<file path="config.mk">
export PLATFORM = sky130hd
export DESIGN_NAME = display7seg_2de5_mux_flat
export DESIGN_NICKNAME = d
export VERILOG_FILES = /design/src/rtl/display7seg_2de5_mux_if.sv /design/src/rtl/display7seg_2de5_mux.sv /design/src/flat_wrapper.sv
export SDC_FILE = /design/constraint.sdc
export NUM_CORES = 1
export LEC_CHECK = 0
export CAP_MARGIN = 15
export CORE_MARGIN = 2
export CORE_UTILIZATION = 45
export CTS_BUF_LIST = sky130_fd_sc_hd__clkbuf_8
export CTS_CLUSTER_SIZE = 10
export DETAILED_ROUTE_END_ITERATION = 6
export HOLD_SLACK_MARGIN = 0.03
export PLACE_DENSITY_LB_ADDON = 0.3
export SETUP_SLACK_MARGIN = 0.02
export SLEW_MARGIN = 10
export SYNTH_ARGS = -nofsm -noshare
export SYNTH_HDL_FRONTEND = slang
export SYNTH_SLANG_ARGS = --single-unit
</file>
<file path="constraint.sdc">
create_clock -name clk -period 4.11 [get_ports clk]
set_input_delay 0.822 -clock clk [delete_from_list [all_inputs] [get_ports clk]]
set_output_delay 0.822 -clock clk [all_outputs]
set_load 0.02 [all_outputs]
</file>
<file path="src/rtl/display7seg_2de5_mux_if.sv">
// Display bus between code-entry logic and the multiplexed 2-of-5 display driver.
interface display7seg_2de5_mux_if #(
  parameter int unsigned N_DIGITS = 4
);
  logic                    load;
  logic [5*N_DIGITS-1:0]   code;
  logic [6:0]              seg_n;
  logic [N_DIGITS-1:0]     dig_n;
  logic [N_DIGITS-1:0]     err;

  modport master (output load, output code, input seg_n, input dig_n, input err);
  modport slave  (input load, input code, output seg_n, output dig_n, output err);
endinterface

</file>
<file path="src/rtl/display7seg_2de5_mux.sv">
// Multi-digit 2-of-5 code latch with validation, leading-zero blanking and a
// time-multiplexed active-low 7-segment scan with an anti-ghosting blank gap.
module display7seg_2de5_mux #(
  parameter int unsigned N_DIGITS  = 4,
  parameter int unsigned PRESCALE  = 50000,
  parameter int unsigned BLANK_CYC = 2,
  parameter int unsigned LZB       = 1
) (
  input  logic                    clk,
  input  logic                    rst_n,
  display7seg_2de5_mux_if.slave   bus
);

  localparam int unsigned CW = 5 * N_DIGITS;
  localparam int unsigned PW = (PRESCALE > 1) ? $clog2(PRESCALE) : 1;
  localparam int unsigned IW = (N_DIGITS > 1) ? $clog2(N_DIGITS) : 1;

  localparam logic [4:0] CODE_ZERO = 5'b01100;
  localparam logic [6:0] SEG_OFF   = 7'h7F;

  logic [CW-1:0]       code_q;
  logic                loaded_q;
  logic [PW-1:0]       pre_q;
  logic [PW-1:0]       pre_nxt;
  logic [IW-1:0]       idx_q;
  logic [IW-1:0]       idx_nxt;
  logic [6:0]          seg_q;
  logic [6:0]          seg_d;
  logic [N_DIGITS-1:0] dig_q;
  logic [N_DIGITS-1:0] dig_d;
  logic [N_DIGITS-1:0] err_q;
  logic [N_DIGITS-1:0] err_d;
  logic [N_DIGITS-1:0] lz_blank;
  logic                lz_run;
  logic [4:0]          sel_code;
  logic                sel_blank;
  logic [N_DIGITS-1:0] sel_hot;
  logic                in_gap;

  // 2-of-5 code to active-low glyph; anything else shows 'E'.
  function automatic logic [6:0] glyph(input logic [4:0] c);
    case (c)
      5'b01100: glyph = 7'h01;
      5'b11000: glyph = 7'h4F;
      5'b10100: glyph = 7'h12;
      5'b10010: glyph = 7'h06;
      5'b01010: glyph = 7'h4C;
      5'b00110: glyph = 7'h24;
      5'b10001: glyph = 7'h20;
      5'b01001: glyph = 7'h0F;
      5'b00101: glyph = 7'h00;
      5'b00011: glyph = 7'h04;
      default:  glyph = 7'h30;
    endcase
  endfunction

  // Scan counters: prescaler wraps each slot, index advances on terminal count.
  always_comb begin
    pre_nxt = pre_q + PW'(1);
    idx_nxt = idx_q;
    if (pre_q == PW'(PRESCALE - 1)) begin
      pre_nxt = '0;
      idx_nxt = (idx_q == IW'(N_DIGITS - 1)) ? '0 : idx_q + IW'(1);
    end
  end

  // Leading-zero mask: a digit above 0 blanks while it and all higher digits are valid zeros.
  always_comb begin
    lz_run   = 1'b1;
    lz_blank = '0;
    for (int i = N_DIGITS - 1; i >= 0; i--) begin
      lz_run = lz_run & (code_q[5*i +: 5] == CODE_ZERO);
      if ((LZB != 0) && (i > 0)) lz_blank[i] = lz_run;
    end
  end

  // Next-cycle slot selection and registered-output next values.
  always_comb begin
    sel_code  = '0;
    sel_blank = 1'b0;
    sel_hot   = '0;
    for (int i = 0; i < N_DIGITS; i++) begin
      if (IW'(i) == idx_nxt) begin
        sel_code   = code_q[5*i +: 5];
        sel_blank  = lz_blank[i];
        sel_hot[i] = 1'b1;
      end
    end
    in_gap = (BLANK_CYC != 0) && (32'(pre_nxt) < BLANK_CYC);
    seg_d  = SEG_OFF;
    dig_d  = '1;
    if (loaded_q && !in_gap && !sel_blank) begin
      seg_d = glyph(sel_code);
      dig_d = ~sel_hot;
    end
  end

  // Validity of the incoming codes, latched alongside them.
  always_comb begin
    err_d = '0;
    for (int i = 0; i < N_DIGITS; i++) begin
      err_d[i] = ($countones(bus.code[5*i +: 5]) != 2);
    end
  end

  // State and output registers.
  always_ff @(posedge clk or negedge rst_n) begin
    if (!rst_n) begin
      code_q   <= '0;
      loaded_q <= 1'b0;
      pre_q    <= '0;
      idx_q    <= '0;
      seg_q    <= SEG_OFF;
      dig_q    <= '1;
      err_q    <= '0;
    end else begin
      pre_q <= pre_nxt;
      idx_q <= idx_nxt;
      seg_q <= seg_d;
      dig_q <= dig_d;
      if (bus.load) begin
        code_q   <= bus.code;
        loaded_q <= 1'b1;
        err_q    <= err_d;
      end
    end
  end

  assign bus.seg_n = seg_q;
  assign bus.dig_n = dig_q;
  assign bus.err   = err_q;

endmodule

</file>
<file path="src/flat_wrapper.sv">
// flat-port wrapper written by rule: the top's interface ports become plain ports
module display7seg_2de5_mux_flat 
#(
  parameter int unsigned N_DIGITS  = 4,
  parameter int unsigned PRESCALE  = 50000,
  parameter int unsigned BLANK_CYC = 2,
  parameter int unsigned LZB       = 1
)
  (clk, rst_n, bus_load, bus_code, bus_seg_n, bus_dig_n, bus_err);
  display7seg_2de5_mux_if #(.N_DIGITS(N_DIGITS)) bus_i ();
  input  logic clk;
  input  logic rst_n;
  input wire logic [$bits(bus_i.load)-1:0] bus_load;
  input wire logic [$bits(bus_i.code)-1:0] bus_code;
  output wire logic [$bits(bus_i.seg_n)-1:0] bus_seg_n;
  output wire logic [$bits(bus_i.dig_n)-1:0] bus_dig_n;
  output wire logic [$bits(bus_i.err)-1:0] bus_err;
  assign bus_i.load = bus_load;
  assign bus_i.code = bus_code;
  assign bus_seg_n = bus_i.seg_n;
  assign bus_dig_n = bus_i.dig_n;
  assign bus_err = bus_i.err;
  display7seg_2de5_mux #(.N_DIGITS(N_DIGITS), .PRESCALE(PRESCALE), .BLANK_CYC(BLANK_CYC), .LZB(LZB)) u_core (.clk(clk), .rst_n(rst_n), .bus(bus_i));
endmodule
</file>
==> flow_summary.toml, run 1 <==
[yosys]
synth_top_area_cell = "dfrtp_1"
ys_seq_elements = 54
synth_flop_cell = "dfrtp_1"
syn_area_mm2 = 0.00330
synthTopCellsByArea = "dfrtp_1 (33%), dfstp_2 (8.8%), mux2_2 (6.8%)"
syn_area_per_cell_um2 = 10.8
yosysSeqAreaShare_pct = 41.4
synthDistinctLibCells = 67
synth_nets = 351
yosys_warnings = 0
synthArstFlopShare_pct = 100
synth_edf_count = 0
synth_top_area_share_pct = 32.6
synthCells = 306

[worst_setup_path]
worstSetupPathType = "flip-flop to flip-flop"
cp-startpoint = "u_core.pre_q[7]$_DFF_PN0_"
critical_path.max_stage_delay_ps = 570
critPathLaunchType = "flip-flop"
endpoint_kind = "flip-flop"
crit_required_ps = 4360
slowest_stage = "or4b_4"
timing.rr.start = "u_core.pre_q[7]$_DFF_PN0_"
critPathArrivalTime_ps = 3990
worstPathCellList = "or4b_4, or4_4, mux2i_4, nand2_1, a32oi_4, inv_1, ha_1, and2_2, o31ai_2, a31o_1"
critPathMaxFanout = 15

[floorplan]
floorplan.initialDensity_pct = 46.0
die_x_um = 89.6
io_pins = 38
die_h_um = 89.6
dieArea_mm2 = 0.00803
core_mm2 = 0.00718
rows = 31

[global_routing]
grtUsageTotal_pct = 17.3
grt_max_degree = 30
grt_pass1_vias = 2358
gr-total-overflow = 0
grt_pass1_wl_um = 10800
antenna_found_initial = 0

[clock_tree]
cts_hold_buf = 0
htreeDepth = 2
cts.sinks = 54
clk_pin_slew_ps = 100
cts_buffer_depth = 2
cts_made_buffers = 5
cts_tree = "yes"
postCtsSetupRepairBufs = 0
cts_resized = 0
cts.root.buffer_cell = "clkbuf_8"
clock_latency_ps = 310

[finish]
syn_to_final_growth_pct = 15.7
final_cell_mix = "dfrtp_1 (43), clkdlybuf4s50_1 (36), inv_1 (26)"
fillCellCount = 642
layout-drive-gt1-share_pct = 20.5
fin_util_pct = 53.2
ff_latch_area_mm2 = 0.00137
nets = 386
diodes = 0
multi_input_area_mm2 = 0.00171
final_common_cell = "dfrtp_1"

[timing]
layout_setup_ws_ps = 370
drv_slew = 0
fin_skew_ps = 8.40
rsz0062_at_grt = "no"
slew_headroom_pct = 45.5
tns_ps = 0
fin_crit_ps = 3740
finalSetupViolCount = 0
fin_crit_sh_pct = 91.0
hold_violations = 0
max_freq_ghz = 0.267
worstMarginPinSlew_ps = 811

[drt]
dr.pass1.iters = 4
wl_per_cell_um = 14.4
vias = 2350
wl_um = 6340
final_antenna_net_count = 0
drc = 0
drt-vias-per-instance = 5.33
drt_iter0_markers = 151

[power_and_ir_drop]
clock_power_share_pct = 26.9
share_comb_of_total_power_pct = 21.1
power_switching_uw = 316
intPower_uw = 837
seqPwrFrac_pct = 52.0
switching_share_pct = 27.4
p_leak_nw = 1.59
p_per_area_mw_per_mm2 = 302
ir_worst_vdd_mv = 0.151

[placement]
gp_congestion = 0.865
numPortBuffers = 37
pre_cts_ws_ps = 429
place_hpwl_um = 4820

[min_path]
hp-start = "u_core.loaded_q$_DFFE_PN0P_"
worstHoldPathType = "flip-flop to flip-flop"

[run_status]
status = "completed"

[job]
maxCapViolations = 0
area by class of cell:
class	count	share of cell area [%]
multi-input cells	211	44.7
flip-flops and latches	54	35.8
repair buffers	43	11.3
well taps	99	3.24
inverters	26	2.56
clock buffers	6	2.16
clock inverters	2	0.328
power by group through the flow:
stage / registers, mW / clock network [mW] / logic, mW
floorplan: 0.626 / 0 / 0.128
global placement: 0.611 / 0 / 0.237
global route: 0.606 / 0.342 / 0.274
finish: 0.600 / 0.310 / 0.244
CTS: 0.601 / 0.322 / 0.245
detailed placement: 0.610 / 0 / 0.244
critical path: cells and delay by family (launching register included):
kind            cells  cell delay (ps)
simple gates        4             1470
compound gates      3              800
flops               1              480
mux                 1              430
fa+ha+maj           1              360
buf+inv             1              140
cell usage after synthesis, types with 2 or more instances:
cell type and n:
a31o_2 2, mux2_2 20, mux2i_1 2, clkbuf_1 5, nand4_1 3, nor4_1 3
nand3_1 13, a21oi_1 13, or4_4 2, o21ai_0 6, dfstp_2 11, a31oi_1 2
inv_1 25, dfrtp_1 43, clkbuf_8 2, xor2_1 7, and4_1 2, a41oi_1 2
a31o_1 2, ha_1 14, fa_1 8, a21o_1 2, or2_2 2, nand2_1 25
xnor2_1 11, o31ai_1 3, nand2b_1 2, nor3b_1 2, and2_2 3, buf_6 7
nor2_1 20, nor3_1 5, a32oi_2 2, nand4b_1 2
sequential cells by signal (all words and copies together) (netlist names):
register and count:
u_core.loaded_q 1, u_core.pre_q 16, u_core.bus.seg_n 7, u_core.bus.err 4, u_core.bus.dig_n 4, u_core.code_q 20, u_core.idx_q 2
metal layers:
| layer | wire length, µm | up-vias | track usage, % |
|---|---|---|---|
| met5 | 0 | - | 0 |
| li1 | - | 1144 | - |
| met1 | 2800 | 1152 | 22.2 |
| met2 | 3260 | 47 | 29.9 |
| met4 | 52 | 0 | 3.93 |
| met3 | 228 | 7 | 3.66 |
worst paths after layout:
check	endpoint	slack (ps)	cells after the start
setup reg to reg	u_core.bus.seg_n[2]$_DFF_PN1_	370	10
max in group asynchronous	u_core.bus.err[3]$_DFFE_PN0P_	2820	2
hold reg to reg	u_core.loaded_q$_DFFE_PN0P_	490	1
min in group asynchronous	u_core.pre_q[3]$_DFF_PN0_	520	1
setup / recovery	u_core.bus.seg_n[2]$_DFF_PN1_	370	10
hold / removal	u_core.loaded_q$_DFFE_PN0P_	490	1
logic make-up (layout without fill, tap and decap cells):
group	after synthesis	in the layout	synth area share (%)
compound gates	50	50	12.3
simple gates	98	98	16.4
fa+ha+maj	22	22	10.2
mux	23	23	8.12
xor+xnor	18	18	4.78
buf+inv	41	77	6.90
flops	54	54	41.4
stage by stage:
step	instance area, µm²	instances	total power, mW	hold slack (ps)
6_report	3820	441	1.15	489
5_1_grt	3820	441	1.22	516
3_3_place_gp	3690	432	0.848	464
4_1_cts	3790	440	1.17	493
2_1_floorplan	3300	306	0.753	440
3_5_place_dp	3690	432	0.854	476
Power figures use the tool's default switching activity.
==> inputs of run 2 (changes only) <==
Settings changed: CTS_CLUSTER_DIAMETER from default to 30.
==> results of run 2 <==
Final layout, timing and power as in run 1 (identical DEF).
==> inputs of run 3 (changes only) <==
Settings changed: ABC_AREA from default to 0.
==> results of run 3 <==
Final layout, timing and power as in run 1 (identical DEF).
